<file path="config.mk">
export PLATFORM = sky130hd
export DESIGN_NAME = ms_result_fifo
export DESIGN_NICKNAME = d
export VERILOG_FILES = /design/src/rtl/ms_pkg.sv /design/src/rtl/ms_fifo_mem.sv /design/src/rtl/ms_result_fifo.sv
export SDC_FILE = /design/constraint.sdc
export NUM_CORES = 1
export LEC_CHECK = 0
export ABC_AREA = 1
export CAP_MARGIN = 20
export CORE_ASPECT_RATIO = 1.75
export CORE_MARGIN = 3
export CORE_UTILIZATION = 45
export CTS_BUF_LIST = sky130_fd_sc_hd__clkbuf_8
export DETAILED_ROUTE_END_ITERATION = 7
export PLACE_DENSITY = 0.71
export REMOVE_ABC_BUFFERS = 1
export SYNTH_ARGS = -nofsm -noshare
export SYNTH_HDL_FRONTEND = slang
export SYNTH_SLANG_ARGS = --single-unit
</file>
<file path="constraint.sdc">
create_clock -name clk -period 3.8 [get_ports clk]
set_input_delay 0.95 -clock clk [delete_from_list [all_inputs] [get_ports clk]]
set_output_delay 0.95 -clock clk [all_outputs]
set_load 0.02 [all_outputs]
</file>
<file path="src/rtl/ms_pkg.sv">
// Shared types and constants for the MainSource result capture path.
package ms_pkg;

  localparam int MS_DATA_W     = 8;
  localparam int MS_FIFO_DEPTH = 8;

  typedef struct packed {
    logic                 flag;
    logic [MS_DATA_W-1:0] y;
  } ms_result_t;

endpackage

</file>
<file path="src/rtl/ms_fifo_mem.sv">
// DEPTH x ms_result_t storage with one write port and a registered read port.
module ms_fifo_mem
  import ms_pkg::*;
#(
  parameter int DEPTH = MS_FIFO_DEPTH,
  parameter int PTR_W = $clog2(DEPTH)
) (
  input  logic             clk,
  input  logic             rst_n,
  input  logic             wr_en,
  input  logic [PTR_W-1:0] wr_addr,
  input  ms_result_t       wr_data,
  input  logic             rd_en,
  input  logic [PTR_W-1:0] rd_addr,
  output ms_result_t       rd_data
);

  ms_result_t mem [DEPTH];
  ms_result_t rd_q;
  ms_result_t rd_d;

  // Storage itself is never reset; only the read-out register is.
  always_ff @(posedge clk) begin
    if (wr_en) mem[wr_addr] <= wr_data;
  end

  always_comb begin
    rd_d = rd_q;
    if (rd_en) rd_d = mem[rd_addr];
  end

  always_ff @(posedge clk or negedge rst_n) begin
    if (!rst_n) rd_q <= '0;
    else        rd_q <= rd_d;
  end

  assign rd_data = rd_q;

endmodule

</file>
<file path="src/rtl/ms_result_fifo.sv">
// Capture FIFO for {flag, y_out} results with sticky overflow/underflow flags.
// Optional flag-only capture filter: define MS_RESULT_FIFO_FLAG_FILTER_EN.
module ms_result_fifo
  import ms_pkg::*;
#(
  parameter int DATA_W = MS_DATA_W,
  parameter int DEPTH  = MS_FIFO_DEPTH,
  parameter int CNT_W  = $clog2(DEPTH) + 1
) (
  input  logic              clk,
  input  logic              rst_n,
  input  logic [DATA_W-1:0] y_in,
  input  logic              flag_in,
  input  logic              wr_en,
  input  logic              rd_en,
  input  logic              clr,
`ifdef MS_RESULT_FIFO_FLAG_FILTER_EN
  input  logic              cap_flag_only,
`endif
  output logic [DATA_W-1:0] rd_data,
  output logic              rd_flag,
  output logic              rd_valid,
  output logic              empty,
  output logic              full,
  output logic [CNT_W-1:0]  count,
  output logic              ovf,
  output logic              udf
);

  localparam int               PTR_W    = $clog2(DEPTH);
  localparam logic [CNT_W-1:0] FULL_CNT = CNT_W'(DEPTH);

  logic [PTR_W-1:0] wr_ptr_q, wr_ptr_d;
  logic [PTR_W-1:0] rd_ptr_q, rd_ptr_d;
  logic [CNT_W-1:0] count_q, count_d;
  logic             ovf_q, ovf_d;
  logic             udf_q, udf_d;
  logic             rd_valid_q, rd_valid_d;
  logic             wr_req, wr_ok, rd_ok;
  logic             empty_w, full_w;
  ms_result_t       wr_res, rd_res;

  assign empty_w = (count_q == '0);
  assign full_w  = (count_q == FULL_CNT);

`ifdef MS_RESULT_FIFO_FLAG_FILTER_EN
  // Filtered-out strobes behave as if wr_en was never raised.
  assign wr_req = wr_en && (flag_in || !cap_flag_only);
`else
  assign wr_req = wr_en;
`endif

  // A read frees a slot on the same edge, so full plus rd_en still accepts.
  assign wr_ok = wr_req && (!full_w || rd_en) && !clr;
  assign rd_ok = rd_en && !empty_w && !clr;

  always_comb begin
    wr_ptr_d   = wr_ptr_q;
    rd_ptr_d   = rd_ptr_q;
    count_d    = count_q;
    ovf_d      = ovf_q;
    udf_d      = udf_q;
    rd_valid_d = 1'b0;
    if (clr) begin
      wr_ptr_d = '0;
      rd_ptr_d = '0;
      count_d  = '0;
      ovf_d    = 1'b0;
      udf_d    = 1'b0;
    end else begin
      if (wr_ok) wr_ptr_d = wr_ptr_q + PTR_W'(1);
      if (rd_ok) rd_ptr_d = rd_ptr_q + PTR_W'(1);
      case ({wr_ok, rd_ok})
        2'b10:   count_d = count_q + CNT_W'(1);
        2'b01:   count_d = count_q - CNT_W'(1);
        default: count_d = count_q;
      endcase
      if (wr_req && full_w && !rd_en) ovf_d = 1'b1;
      if (rd_en && empty_w)           udf_d = 1'b1;
      rd_valid_d = rd_ok;
    end
  end

  always_ff @(posedge clk or negedge rst_n) begin
    if (!rst_n) begin
      wr_ptr_q   <= '0;
      rd_ptr_q   <= '0;
      count_q    <= '0;
      ovf_q      <= 1'b0;
      udf_q      <= 1'b0;
      rd_valid_q <= 1'b0;
    end else begin
      wr_ptr_q   <= wr_ptr_d;
      rd_ptr_q   <= rd_ptr_d;
      count_q    <= count_d;
      ovf_q      <= ovf_d;
      udf_q      <= udf_d;
      rd_valid_q <= rd_valid_d;
    end
  end

  assign wr_res.flag = flag_in;
  assign wr_res.y    = y_in;

  ms_fifo_mem #(
    .DEPTH (DEPTH),
    .PTR_W (PTR_W)
  ) u_mem (
    .clk     (clk),
    .rst_n   (rst_n),
    .wr_en   (wr_ok),
    .wr_addr (wr_ptr_q),
    .wr_data (wr_res),
    .rd_en   (rd_ok),
    .rd_addr (rd_ptr_q),
    .rd_data (rd_res)
  );

  assign rd_data  = rd_res.y;
  assign rd_flag  = rd_res.flag;
  assign rd_valid = rd_valid_q;
  assign empty    = empty_w;
  assign full     = full_w;
  assign count    = count_q;
  assign ovf      = ovf_q;
  assign udf      = udf_q;

endmodule

</file>
==> run_results.csv <==
group,metric,value,unit
critical_path,worstPathRequired,2850,ps
sta,rsz0062_at_grt,"false",
sta,min_period_over_period,73.7,%
yosys,yosys_warnings,0,
yosys,synth-seq-cells,94,
power,p_leak,1.70,nW
global_routing,gr-total-overflow,0,
placed_design,io_buffers,31,
critical_path,endpoint_kind,"output port",
run_status,status,"finished clean",
sta,worst_pin_slew,841,ps
critical_path,crit_chain,"inv_1, nor4_1, clkdlybuf4s50_1",
drt,wl_per_cell,17.8,um
placed_design,finalWeightedCongestion,0.788,
global_routing,grt_pass1_vias,2686,
finish,syn_to_final_growth,16.8,%
critical_path,criticalPathCategory,"flop to output port",
clocking,cts_resized,0,
critical_path,cp_slowest_cell,"clkdlybuf4s50_1",
sta,setup_viol,0,
global_routing,grt_first_pass_wirelength,13.9,mm
sta,setup-tns-final,0,ps
sta,slew_headroom,43.8,%
power,ir_drop,0.427,mV
clocking,cts_sinks,94,
drt,remaining_drc_errors,0,
finish,stdcell_area,0.00462,mm^2
floorplanning,io_pins,32,
floorplanning,dieArea,0.00999,mm^2
clocking,clockBufferDepth,2,
finish,drive_gt1_share,14.7,%
critical_path,worstPathArrival,1850,ps
critical_path,crit_fanout,6,
clocking,cts_max_level,3,
power,p_per_area,622,mW/mm^2
global_routing,grt_start_max_net_pins,39,
sta,hold_viol_final,0,
drt,postRouteWirelength,8.43,mm
floorplanning,die_w,76.8,um
finish,final_cell_mix,"72 x edfxtp_1, 49 x nor2_1, 44 x o21ai_0",
finish,diodes,0,
global_routing,grt.total_usage,18.9,%
drt,antenna_left,0,
critical_path,max_stage_delay,670,ps
clocking,clk_latency,360,ps
finish,layout_commonest_cell,"edfxtp_1",
clocking,ctsHoldBuffers,0,
floorplanning,coreArea,0.00842,mm^2
floorplanning,initial_utilization,46.9,%
drt,via_per_inst,5.47,
global_routing,antenna_found_initial,0,
finish,layout.nets,373,
yosys,ys_seq_area_share,68.6,%
sta,period_needed,2800,ps
drt,first_pass_iters,4,
placed_design,post-dp-hpwl,5.58,mm
critical_path,r2r-start,"rd_ptr_q[1]",
clocking,numCtsBuffers,9,
sta,report.final.slew_viol_count,0,
min_path,holdCritStartpoint,"u_mem.rd_data[1]",
clocking,clkTransAtPathRegs,80,ps
job,drv_cap,0,
critical_path,crit_start,"count[3]",
floorplanning,row_count,44,
drt,drt_iter0_drc,162,
sta,max_freq,357,MHz
floorplanning,die_h,130,um
yosys,synthCells,315,
min_path,hold_class,"flop to flop",
clocking,clockRootBuffer,"clkbuf_8",
sta,fin_worst_skew,4.87,ps
placed_design,place_area,0.00440,mm^2
yosys,synth.distinct_cells,37,
clocking,post-cts-setup-buffers,0,
clocking,cts_tree,"built",
critical_path,cp-start-kind,"flop",
drt,vias,2597,
yosys,syn_avg_cell_area,12.5,um^2
yosys,syn_area,0.00395,mm^2
power breakdown:
| group | switching [mW] | leakage, nW | internal [mW] |
|---|---|---|---|
| clock network | 0.333 | 0.100 | 0.365 |
| logic | 0.547 | 0.666 | 0.340 |
| registers | 0.0852 | 0.936 | 1.20 |
| total | 0.965 | 1.70 | 1.91 |
kinds of logic (layout without fill, tap and decap cells):
logic type / after synthesis / in the layout / synth area share (%)
xor gates and xnor gates: 1 / 1 / 0.222
and+or+nand+nor: 102 / 102 / 12.0
adders and majority gates: 4 / 4 / 1.27
buffers and inverters: 34 / 79 / 4.65
DFF: 94 / 94 / 68.6
AOI/OAI and AO/OA: 80 / 80 / 13.2
synth_stat cells, drive strengths merged:
| cell type | instances | share of area [%] |
|---|---|---|
| o21a | 2 | 0.38 |
| o221ai | 9 | 2.0 |
| ha | 4 | 1.3 |
| nand3b | 1 | 0.19 |
| nand4 | 2 | 0.85 |
| a21oi | 5 | 1.0 |
| clkinv | 1 | 0.22 |
| nor3 | 1 | 0.13 |
| o211ai | 9 | 2.6 |
| nor2 | 53 | 5.5 |
| xor2 | 1 | 0.22 |
| clkbuf | 5 | 0.47 |
| inv | 18 | 1.8 |
| nand2 | 38 | 3.9 |
| nor4 | 1 | 0.16 |
| dfrtp | 22 | 14 |
| o22ai | 9 | 1.4 |
| buf | 10 | 2.1 |
| o21ai | 46 | 5.8 |
| edfxtp | 72 | 55 |
| nand3 | 6 | 1.2 |
worst paths after layout:
| kind | endpoint | slack [ps] | cells after the start |
|---|---|---|---|
| max | full | 1000 | 3 |
| min reg2reg | u_mem.rd_data[1] | 480 | 2 |
| max reg2reg | u_mem.rd_data[5] | 1670 | 5 |
| max in group asynchronous | u_mem.rd_data[5] | 2600 | 2 |
| min in group asynchronous | rd_ptr_q[2] | 950 | 2 |
| min | u_mem.rd_data[1] | 480 | 2 |
registers in the layout, indices dropped and copies added, names as in the netlist:
signal	count
count	4
rd_valid	1
udf	1
u_mem.mem	72
wr_ptr_q	3
u_mem.rd_data	9
ovf	1
rd_ptr_q	3
area by class of cell:
cell class,count,area [um^2]
Fill cell,692,3810
Sequential cell,94,2710
Multi-Input combinational cell,187,1060
Timing Repair Buffer,44,408
Tap cell,115,144
Clock buffer,9,124
Clock inverter,7,90.1
Inverter,19,81.3
per-layer routing:
layer  part of all wire (%)  wire length [um]  vias to the layer above  GRT usage, %
li1                       -                 -                     1209             -
met1                     36              3070                     1266          20.3
met2                     54              4550                       94          33.9
met3                    5.5               468                       28          3.80
met4                    4.0               339                        0          11.5
met5                      0                 0                        -             0
stage by stage:
stage                     setup slack [ps]  total power, mW  util (%)  instances  hold slack (ps)
after floorplan                       1560             1.84         -        300              550
after global placement                 878             2.19      52.3        459              464
after detailed placement               769             2.21      52.3        459              466
after CTS                              930             2.90      54.8        475              487
after global routing                   834             3.04      54.8        475              510
final                                  999             2.87      54.8        475              484
critical path, delay by kind of cell (launching register included):
| kind | cells | cell delay (ps) |
|---|---|---|
| buffers and inverters | 2 | 740 |
| DFF | 1 | 480 |
| and+or+nand+nor | 1 | 280 |
(Power assumes the default switching activity.)
